**src/rtl/gin_multicast_buffer_ctrl_if.sv**
```systemverilog
// Bus-side packet handshake and PE-side drain handshake of the GIN multicast buffer.
interface gin_multicast_buffer_ctrl_if #(
  parameter int unsigned ID_LEN    = 4,
  parameter int unsigned VALUE_LEN = 32
);
  logic [ID_LEN-1:0]    tag;
  logic                 in_valid;
  logic                 in_ready;
  logic [VALUE_LEN-1:0] value_in;
  logic                 out_valid;
  logic                 out_ready;
  logic [VALUE_LEN-1:0] value_out;

  modport master (
    output tag, in_valid, value_in, out_ready,
    input  in_ready, out_valid, value_out
  );

  modport slave (
    input  tag, in_valid, value_in, out_ready,
    output in_ready, out_valid, value_out
  );
endinterface

```
**src/rtl/gin_multicast_buffer_ctrl.sv**
```systemverilog
// Range-matching GIN leaf controller: stores packets whose tag lies in [id_lo, id_hi]
// in a small FIFO and drains them to the PE; counts delivered packets.
module gin_multicast_buffer_ctrl #(
  parameter int unsigned ID_LEN    = 4,
  parameter int unsigned VALUE_LEN = 32,
  parameter int unsigned DEPTH     = 2,
  parameter int unsigned CNT_LEN   = 16,
  parameter int unsigned MA_X      = 0,
  parameter int unsigned MA_Y      = 0
) (
  input  logic                  clk,
  input  logic                  rst,
  input  logic                  set_id,
  input  logic [2*ID_LEN-1:0]   id_in,
  output logic [2*ID_LEN-1:0]   id,
  output logic [CNT_LEN-1:0]    recv_cnt,
  gin_multicast_buffer_ctrl_if.slave bus
);
  localparam int unsigned AW = $clog2(DEPTH);

  if (DEPTH < 2 || (DEPTH & (DEPTH - 1)) != 0) begin : g_bad_depth
    $error("gin_multicast_buffer_ctrl (%0d,%0d): DEPTH must be a power of 2 >= 2", MA_X, MA_Y);
  end

  logic [VALUE_LEN-1:0] mem [DEPTH];
  logic [AW:0]          wr_ptr;
  logic [AW:0]          rd_ptr;
  logic [ID_LEN-1:0]    id_lo;
  logic [ID_LEN-1:0]    id_hi;
  logic                 full;
  logic                 empty;
  logic                 match;
  logic                 push;
  logic                 pop;

  assign id_lo = id[ID_LEN-1:0];
  assign id_hi = id[2*ID_LEN-1:ID_LEN];

  always_comb begin
    full  = (wr_ptr[AW] != rd_ptr[AW]) && (wr_ptr[AW-1:0] == rd_ptr[AW-1:0]);
    empty = (wr_ptr == rd_ptr);
    // Empty window (id_hi < id_lo) falls out naturally: no tag satisfies both bounds.
    match = (bus.tag >= id_lo) && (bus.tag <= id_hi);
    push  = bus.in_valid && !full && match;
    pop   = !empty && bus.out_ready;
  end

  assign bus.in_ready  = !full;
  assign bus.out_valid = !empty;
  assign bus.value_out = empty ? '0 : mem[rd_ptr[AW-1:0]];

  always_ff @(posedge clk or posedge rst) begin
    if (rst) begin
      wr_ptr   <= '0;
      rd_ptr   <= '0;
      id       <= '0;
      recv_cnt <= '0;
    end else begin
      if (push) wr_ptr <= wr_ptr + {{AW{1'b0}}, 1'b1};
      if (pop)  rd_ptr <= rd_ptr + {{AW{1'b0}}, 1'b1};
      if (set_id) id <= id_in;
      if (set_id) begin
        recv_cnt <= '0;
      end else if (push && recv_cnt != '1) begin
        recv_cnt <= recv_cnt + {{(CNT_LEN-1){1'b0}}, 1'b1};
      end
    end
  end

  // Storage is not reset: a flush only needs the pointers cleared.
  always_ff @(posedge clk) begin
    if (push) mem[wr_ptr[AW-1:0]] <= bus.value_in;
  end
endmodule

```
**src/flat_wrapper.sv**
```systemverilog
// flat-port wrapper written by rule: the top's interface ports become plain ports
module gin_multicast_buffer_ctrl_flat 
#(
  parameter int unsigned ID_LEN    = 4,
  parameter int unsigned VALUE_LEN = 32,
  parameter int unsigned DEPTH     = 2,
  parameter int unsigned CNT_LEN   = 16,
  parameter int unsigned MA_X      = 0,
  parameter int unsigned MA_Y      = 0
)
  (clk, rst, set_id, id_in, id, recv_cnt, bus_tag, bus_in_valid, bus_value_in, bus_out_ready, bus_in_ready, bus_out_valid, bus_value_out);
  gin_multicast_buffer_ctrl_if #(.ID_LEN(ID_LEN), .VALUE_LEN(VALUE_LEN)) bus_i ();
  input  logic clk;
  input  logic rst;
  input  logic set_id;
  input  logic [2*ID_LEN-1:0] id_in;
  output logic [2*ID_LEN-1:0] id;
  output logic [CNT_LEN-1:0] recv_cnt;
  input wire logic [$bits(bus_i.tag)-1:0] bus_tag;
  input wire logic [$bits(bus_i.in_valid)-1:0] bus_in_valid;
  input wire logic [$bits(bus_i.value_in)-1:0] bus_value_in;
  input wire logic [$bits(bus_i.out_ready)-1:0] bus_out_ready;
  output wire logic [$bits(bus_i.in_ready)-1:0] bus_in_ready;
  output wire logic [$bits(bus_i.out_valid)-1:0] bus_out_valid;
  output wire logic [$bits(bus_i.value_out)-1:0] bus_value_out;
  assign bus_i.tag = bus_tag;
  assign bus_i.in_valid = bus_in_valid;
  assign bus_i.value_in = bus_value_in;
  assign bus_i.out_ready = bus_out_ready;
  assign bus_in_ready = bus_i.in_ready;
  assign bus_out_valid = bus_i.out_valid;
  assign bus_value_out = bus_i.value_out;
  gin_multicast_buffer_ctrl #(.ID_LEN(ID_LEN), .VALUE_LEN(VALUE_LEN), .DEPTH(DEPTH), .CNT_LEN(CNT_LEN), .MA_X(MA_X), .MA_Y(MA_Y)) u_core (.clk(clk), .rst(rst), .set_id(set_id), .id_in(id_in), .id(id), .recv_cnt(recv_cnt), .bus(bus_i));
endmodule
```
**config.mk**
```make
export PLATFORM = sky130hd
export DESIGN_NAME = gin_multicast_buffer_ctrl_flat
export DESIGN_NICKNAME = d
export VERILOG_FILES = /design/src/rtl/gin_multicast_buffer_ctrl_if.sv /design/src/rtl/gin_multicast_buffer_ctrl.sv /design/src/flat_wrapper.sv
export SDC_FILE = /design/constraint.sdc
export NUM_CORES = 1
export LEC_CHECK = 0
export ABC_AREA = 1
export CAP_MARGIN = 5
export CORE_UTILIZATION = 40
export CTS_BUF_LIST = sky130_fd_sc_hd__clkbuf_16
export DETAILED_ROUTE_END_ITERATION = 16
export GPL_TIMING_DRIVEN = 0
export PLACE_DENSITY = 0.74
export SYNTH_ARGS = -nofsm -noshare
export SYNTH_HDL_FRONTEND = slang
export SYNTH_SLANG_ARGS = --single-unit
```
**constraint.sdc**
```tcl
create_clock -name clk -period 4.7 [get_ports clk]
set_input_delay 0.94 -clock clk [delete_from_list [all_inputs] [get_ports clk]]
set_output_delay 0.94 -clock clk [all_outputs]
set_load 0.1 [all_outputs]
```
After elaboration in Yosys (flattened, before gate mapping) --
Memory sizes are Yosys's and may differ from the RTL's. Cells that the tools add are included.
Word-level totals: register bits 28, RAM bits 64, input port bits 49, memories kept 1
Memories:
- u_core.mem | depth 2, width 32, rd ports 1, clocked after memory_dff 0, write ports 1, RTL line gin_multicast_buffer_ctrl.sv:25 | logic [VALUE_LEN-1:0] mem [DEPTH];
Operators by class: add/sub/neg operators 3, order comparisons 2, equality and inequality tests 4, muxes and demuxes 5, reductions and logical operators 9
Operator list (number):
- 16-bit 2-to-1 mux | 2
- 32-bit 2-to-1 mux | 1
- 16-bit by 1-bit adder with 16-bit output, second input constant | 1
- 16-bit inequality test, second input constant | 1
- 1-bit logical AND | 6
- 2-bit by 1-bit adder with 2-bit output, second input constant | 2
- 4-bit >= comparator | 1
- 4-bit less-or-equal comparator | 1
- 2-bit == test | 1
- 1-bit zero test | 2
- 1-bit 2-to-1 mux | 2
- 2-bit nonzero test | 1
- 1-bit == test | 1
- 1-bit inequality test | 1

Logic depth before layout (Yosys ltp) --
Gate-level depths: netlist of run 1.
depth after elaboration 8, depth in mapped cells 13, gate-level depth less buffers 12

Worst setup path before layout of run 1 --
Ideal clock, no wire load.
kind register to register, start point reg u_core.id[3], end point mem u_core.mem[1][0] (enable), setup time 422 ps, arrival 3186 ps, data required time 4278 ps, slack 1092 ps, stages on the path, launching flop included 9, path buffers 0, clock period less this slack 3608 ps, path through dfrtp_1 -> inv_1 -> ha_1 -> nand2_1 -> inv_1 -> nand3_1 -> nand3_1 -> nand3_4 -> nor2_1
On the way: word-level cells in the longest chain between the ends 5
Ends and longest elaborated chain:
- start, declared | RTL line gin_multicast_buffer_ctrl.sv:15 | output logic [2*ID_LEN-1:0] id,
- start signal, assigned | RTL line gin_multicast_buffer_ctrl.sv:61 | if (set_id) id <= id_in;
- 4-bit >= comparator | RTL line gin_multicast_buffer_ctrl.sv:43 | match = (bus.tag >= id_lo) && (bus.tag <= id_hi);
- 1-bit logical AND | RTL line gin_multicast_buffer_ctrl.sv:43
- 1-bit logical AND | RTL line gin_multicast_buffer_ctrl.sv:44 | push = bus.in_valid && !full && match;
- 1-bit 2-to-1 mux | RTL line gin_multicast_buffer_ctrl.sv:72 | if (push) mem[wr_ptr[AW-1:0]] <= bus.value_in;
- 1-bit 2-to-1 mux (not written as such) | RTL line gin_multicast_buffer_ctrl.sv:72
- end, declared | RTL line gin_multicast_buffer_ctrl.sv:25
No other way between the ends.

Worst setup path after layout of run 1 --
start point reg u_core.rd_ptr[0], end point out bus_value_out[29]
On the way: word-level cells in the longest chain between the ends 2, elaborated cells between the ends (all ways) 3
Ends and longest elaborated chain:
- start, declared | RTL line gin_multicast_buffer_ctrl.sv:27 | logic [AW:0] rd_ptr;
- start signal, assigned | RTL line gin_multicast_buffer_ctrl.sv:60 | if (pop) rd_ptr <= rd_ptr + {{AW{1'b0}}, 1'b1};
- memory 2 x 32 bit or 2-bit == test (tied branches)
- 32-bit 2-to-1 mux * | RTL line gin_multicast_buffer_ctrl.sv:50 | assign bus.value_out = empty ? '0 : mem[rd_ptr[AW-1:0]];
- end, declared | RTL line flat_wrapper.sv:25 | output wire logic [$bits(bus_i.value_out)-1:0] bus_value_out;
Every way passes the cells marked *; elsewhere a longest branch is shown, timed or not.

==> results of run 1 <==
## layer usage
layer / part of all wire / wire length, um
met3: 0.043 / 407
met5: 0 / 0
met1: 0.44 / 4160
met2: 0.51 / 4810
met4: 0 / 0
## cell type report
class	instances	area (sq um)	share of cell area
plain buffers	16	80.1	0.0139
clock buffers	9	225	0.0392
clock inverters	7	91.3	0.0159
inverters	37	139	0.0242
multi-input cells	270	1340	0.233
flip-flops and latches	92	2620	0.456
well taps	133	166	0.0290
repair buffers	107	1080	0.188
## worst min-delay path by stage
stage / end / slack (ns) / start / cells past startpoint
6_report: u_core.rd_ptr[1]$_DFFE_PP0P_ / 0.50 / u_core.rd_ptr[1]$_DFFE_PP0P_ / 1
5_1_grt: u_core.rd_ptr[1]$_DFFE_PP0P_ / 0.53 / u_core.rd_ptr[1]$_DFFE_PP0P_ / 1
4_1_cts: u_core.rd_ptr[1]$_DFFE_PP0P_ / 0.51 / u_core.rd_ptr[1]$_DFFE_PP0P_ / 1
3_5_place_dp: u_core.rd_ptr[1]$_DFFE_PP0P_ / 0.50 / u_core.rd_ptr[1]$_DFFE_PP0P_ / 1
3_3_place_gp: u_core.rd_ptr[1]$_DFFE_PP0P_ / 0.49 / u_core.rd_ptr[1]$_DFFE_PP0P_ / 1
2_1_floorplan: u_core.rd_ptr[1]$_DFFE_PP0P_ / 0.46 / u_core.rd_ptr[1]$_DFFE_PP0P_ / 1
## cells in the mapped netlist
| cell | number | area (sq um) |
|---|---|---|
| inv_1 | 35 | 131 |
| nand3_4 | 1 | 17.5 |
| ha_1 | 9 | 113 |
| nand2_1 | 132 | 495 |
| o21ai_0 | 9 | 45.0 |
| a31oi_1 | 1 | 6.26 |
| xor2_1 | 11 | 96.3 |
| a21oi_1 | 36 | 180 |
| nor2_4 | 1 | 11.3 |
| buf_1 | 2 | 7.51 |
| nand3_1 | 39 | 195 |
| edfxtp_1 | 64 | 1920 |
| nand4_2 | 1 | 12.5 |
| nand2_2 | 2 | 12.5 |
| buf_4 | 2 | 15.0 |
| a21oi_4 | 1 | 16.3 |
| clkbuf_1 | 7 | 26.3 |
| nor3_1 | 1 | 5.00 |
| buf_6 | 1 | 11.3 |
| inv_2 | 2 | 7.51 |
| buf_2 | 4 | 20.0 |
| nor2_1 | 20 | 75.1 |
| xnor2_1 | 2 | 17.5 |
| nand3b_1 | 2 | 15.0 |
| dfrtp_1 | 28 | 701 |
| nand4_1 | 2 | 12.5 |
## kinds of logic (layout without fill, tap and decap cells)
| group | count (synthesis) | in the layout |
|---|---|---|
| AOI/OAI and AO/OA | 47 | 47 |
| xor gates and xnor gates | 13 | 13 |
| adders and majority gates | 9 | 9 |
| buffers and inverters | 53 | 176 |
| DFF | 92 | 92 |
| and+or+nand+nor | 201 | 201 |
## state kept, by name, summed over array words and instances, names as in the netlist
name and cells:
u_core.mem 64, u_core.recv_cnt 16, u_core.id 8, u_core.rd_ptr 2, u_core.wr_ptr 2
## through the flow
step	worst slack, ns	util
after floorplan	1.09	-
after global placement	-0.0485	0.542
after detailed placement	1.25	0.546
after CTS	0.854	0.577
after global routing	0.728	0.577
final	0.897	0.577
## worst max-delay path, cell delays in order, from the launching register on
cell and delay, ns:
dfrtp_1 0.36, buf_4 0.16, inv_2 0.13, nand2_2 0.08, a21oi_1 0.42, buf_2 0.33
a21oi_1 0.09, clkdlybuf4s50_1 0.97
==> reports/qor.csv, run 1 <==
stage,metric,value,unit
status,run status,"finished, final reports clean",
sta,Slew headroom,0.266,
worst_setup_path,element type at the critical path start,flip-flop,
placement,HPWL Detailed,6500,um
synthesis,cells after synthesis,415,
die,Die Y,104,um
clocking,CTS tree,yes,
final_layout,Layout Nets,591,
die,IO Count,107,
final_layout,layout cell share with drive strength beyond 1,0.0632,
die,Initial Utilization,0.419,
sta,setup tns final,0,ns
synthesis,Adder-Cell Fraction of Synth Area,0.0270,
global_routing,Global Route met1 Usage,0.235,
synthesis,Mapped Nets,473,
synthesis,main combinational cell family by area after synthesis,simple AND/OR/NAND/NOR gates,
worst_setup_path,critical path peak fanout,10,
detailed_routing,Vias/cell,4.90,
die,row count,36,
final_layout,fillers,830,
clocking,CTS Buffer Depth,2,
sta,"Setup violations, final",0,
synthesis,Synth Register Bits,92,
min_path,HP Class,reg -> reg,
clocking,CTS root buf,clkbuf_16,
detailed_routing,Total Wirelength,9370,um
global_routing,grt total ovfl,0,
worst_setup_path,FF-to-FF End,u_core.mem[0][29]$_DFFE_PP_,
worst_setup_path,Crit Path Category,reg -> out,
clocking,post-CTS setup buffer count,0,
clocking,clk slew on worst S/H paths,0.06,ns
sta,RSZ-0062 raised after global routing,false,
global_routing,GRT met3 Usage,0.0401,
global_routing,GR Util met2,0.317,
synthesis,Post-Synth XOR/XNOR Area,0.0273,
clocking,Worst-Skew Late Latency,0.33,ns
final_layout,synth-to-layout area growth,37.9,%
synthesis,post-synthesis compound-gate area fraction,0.0594,
synthesis,sequential fraction of the synthesis area,0.629,
detailed_routing,post-route ant nets,0,
flow_run,Max Cap Viol,0,
clocking,Post-CTS Resized,0,
sta,Slew @ Worst Pin,1.10,ns
detailed_routing,DR pass1 iterations,4,
sta,Fin. Hold Viols,0,
clocking,H-tree depth,3,
global_routing,number of antenna violations at the first check in global routing,0,
synthesis,post-synth cell types,26,
placement,dpl cells,655,
clocking,CTS buffer count,9,
synthesis,Yosys warnings,0,
die,core area,0.00995,sq mm
final_layout,"Cell Count, Final, Fillers Out",671,
final_layout,most frequent cells in the layout,"nand2_1 (132), clkdlybuf4s50_1 (106), edfxtp_1 (64), nand3_1 (39), a21oi_1 (36)",
detailed_routing,vias after detailed routing,3289,
worst_setup_path,reg2reg start,u_core.id[3]$_DFFE_PP0P_,
synthesis,"Cell Area, Synth",0.00417,sq mm
sta,fin crit share,0.809,
synthesis,mux share of post-synthesis cell area,0,
worst_setup_path,reg-to-reg setup timing slack,2.32,ns
worst_setup_path,CP Data Arrival Time,2.86,ns
global_routing,global-route wire length before repair,15800,um
worst_setup_path,worst r2r path cells,8,
synthesis,area share of and/or/nand/nor cells after synthesis,0.204,
sta,Max Fclk,263,MHz
die,die area,0.0108,sq mm
worst_setup_path,Critical Path End Type,primary output,
detailed_routing,Routed WL per cell,14.0,um
worst_setup_path,start point of the critical path,u_core.rd_ptr[0]$_DFFE_PP0P_,
global_routing,gr busiest metal,met2,
final_layout,"most common cell after layout, fill and taps aside",nand2_1,
worst_setup_path,Critical Path End,bus_value_out[29],
placement,post-place instance area,0.00543,sq mm
global_routing,Total GRT Usage,0.182,
final_layout,Ant. Diodes,0,
sta,Clock Skew,0.0103,ns
sta,Max Slew Vio Count,0,
sta,hold_ws,0.501,ns
synthesis,Mean Syn Cell Area,10.0,sq um
detailed_routing,drc violations,0,
clocking,CTS sink cnt,92,
placement,Buffers on Ports,106,
global_routing,vias in the first global route,3292,
worst_setup_path,CP required,3.76,ns
clocking,CTS Hold Bufs,0,
final_layout,Final Cell Area,0.00575,sq mm
die,chip width,104,um
sta,"Min Clock Period, post-route",3.80,ns
global_routing,largest net degree at the start of global routing,34,
placement,routability cong.,0.856,
detailed_routing,Initial DRC Count,195,
Power of run 1 is left out: the tool's default activity adds up to more than one toggle a clock period on the data nets, which glitch-free logic cannot reach.
==> run 2, diff against run 1 <==
Clock period 4.7 ns to 3.7 ns, I/O delays scaled along.
==> run 2 against run 1 <==
Sequential share of layout area down 0.59 points. Largest cell class unchanged. Register-to-register slack worse by 0.99 ns. Via count is 0.82% higher. Highest routed layer is now met4. Cell area rose by 1.3%. Global-route usage unchanged. Clock-buffer cell count is the same. First-iteration DRC count increased by 7.2%. Die area stayed put.
==> reports/qor.csv, run 2 (synthesis gave the netlist of run 1 again) <==
stage,metric,value,unit
global_routing,global-route wire length before repair,15800,um
clocking,CTS tree,yes,
clocking,clk slew on worst S/H paths,0.06,ns
sta,Max Slew Vio Count,0,
worst_setup_path,CP required,2.96,ns
clocking,Post-CTS Resized,0,
sta,fin crit share,0.894,
worst_setup_path,FF-to-FF End,u_core.mem[0][29]$_DFFE_PP_,
sta,Slew @ Worst Pin,1.09,ns
final_layout,Ant. Diodes,0,
sta,Max Fclk,302,MHz
die,die area,0.0108,sq mm
final_layout,max reg flops,64,
sta,"Setup violations, final",0,
sta,RSZ-0062 raised after global routing,false,
detailed_routing,vias after detailed routing,3316,
placement,post-place instance area,0.00543,sq mm
global_routing,gr busiest metal,met2,
clocking,H-tree depth,3,
global_routing,Total GRT Usage,0.182,
die,Die Y,104,um
final_layout,synth-to-layout area growth,39.7,%
final_layout,Final Cell Area,0.00582,sq mm
worst_setup_path,critical path peak fanout,8,
sta,Fin. Hold Viols,0,
clocking,CTS buffer count,9,
global_routing,number of antenna violations at the first check in global routing,0,
global_routing,vias in the first global route,3292,
clocking,post-CTS setup buffer count,0,
global_routing,grt total ovfl,0,
global_routing,GR Util met2,0.317,
flow_run,Max Cap Viol,0,
die,core area,0.00995,sq mm
die,Initial Utilization,0.419,
die,chip width,104,um
die,row count,36,
sta,Clock Skew,0.0126,ns
placement,HPWL Detailed,6500,um
final_layout,most frequent cells in the layout,"nand2_1 (132), clkdlybuf4s50_1 (76), edfxtp_1 (64), nand3_1 (39), a21oi_1 (36)",
clocking,CTS root buf,clkbuf_16,
sta,final worst setup slack,0.394,ns
worst_setup_path,worst r2r path cells,8,
final_layout,Layout Nets,591,
detailed_routing,Vias/cell,4.94,
detailed_routing,Routed WL per cell,14.1,um
worst_setup_path,CP Data Arrival Time,2.57,ns
clocking,CTS sink cnt,92,
detailed_routing,DR pass1 iterations,4,
global_routing,largest net degree at the start of global routing,34,
final_layout,layout cell share with drive strength beyond 1,0.0632,
clocking,CTS Hold Bufs,0,
detailed_routing,Initial DRC Count,209,
worst_setup_path,reg-to-reg setup timing slack,1.33,ns
global_routing,GRT met3 Usage,0.0401,
final_layout,"most common cell after layout, fill and taps aside",nand2_1,
min_path,Worst Hold Depth,1,
clocking,CTS Buffer Depth,2,
worst_setup_path,Critical Path End Type,primary output,
final_layout,"Cell Count, Final, Fillers Out",671,
placement,routability cong.,0.856,
sta,Slew headroom,0.270,
worst_setup_path,Crit Path Category,reg -> out,
detailed_routing,post-route ant nets,0,
detailed_routing,drc violations,0,
status,run status,"finished, final reports clean",
placement,dpl ws,0.448,ns
global_routing,Global Route met1 Usage,0.235,
final_layout,fillers,806,
sta,"Min Clock Period, post-route",3.31,ns
worst_setup_path,element type at the critical path start,flip-flop,
clocking,Worst-Skew Late Latency,0.34,ns
min_path,HP Class,reg -> reg,
min_path,Worst Hold Path EP,u_core.rd_ptr[1]$_DFFE_PP0P_,
worst_setup_path,reg2reg start,u_core.id[3]$_DFFE_PP0P_,
die,IO Count,107,
placement,Buffers on Ports,106,
detailed_routing,Total Wirelength,9460,um
placement,dpl cells,655,
min_path,worst min-delay path startpoint,u_core.rd_ptr[1]$_DFFE_PP0P_,
final_layout,Final Util,0.585,
==> run 2: changes by cell type in the layout (fill, tap and decap cells not counted), sizes merged <==
cell           delta
clkdlybuf4s50    -30
dlymetal6s2s     +30
==> run 2: worst max-delay path by stage <==
stage,startpoint,end,slack [ns],cells after the start
2_1_floorplan,u_core.id[3]$_DFFE_PP0P_,u_core.mem[1][0]$_DFFE_PP_,0.09,8
3_3_place_gp,bus_tag[3],u_core.mem[1][3]$_DFFE_PP_,-0.85,7
3_5_place_dp,u_core.rd_ptr[0]$_DFFE_PP0P_,bus_value_out[29],0.45,7
4_1_cts,u_core.rd_ptr[0]$_DFFE_PP0P_,bus_value_out[29],0.05,7
5_1_grt,u_core.rd_ptr[0]$_DFFE_PP0P_,bus_out_valid,0.22,6
6_report,u_core.rd_ptr[0]$_DFFE_PP0P_,bus_out_valid,0.39,6
==> run 2: cell type report <==
cell class,count,area (sq um),area share
inverters,37,139,0.0239
plain buffers,16,80.1,0.0138
repair buffers,107,1160,0.199
clock inverters,7,91.3,0.0157
multi-input cells,270,1340,0.230
flip-flops and latches,92,2620,0.450
clock buffers,9,225,0.0387
well taps,133,166,0.0286
==> run 2: critical path, stage by stage (launching register included) <==
cell,delay (ns)
dfrtp_1,0.36
buf_4,0.16
inv_2,0.12
nand2_2,0.08
a21oi_1,0.41
inv_2,0.09
clkdlybuf4s50_1,1.01
==> run 2: per-layer routing <==
layer	vias to the layer above	share of wire
li1	1618	-
met1	1581	0.44
met2	111	0.51
met3	6	0.048
met4	0	0.0040
met5	-	0
==> run 2: metrics by stage <==
stage,TNS (ns),hold WS (ns)
final,0,0.501
after global routing,0,0.531
after CTS,0,0.508
after detailed placement,0,0.495
after global placement,-53.72,0.490
after floorplan,0,0.463
Power of run 2 is left out for the same reason.
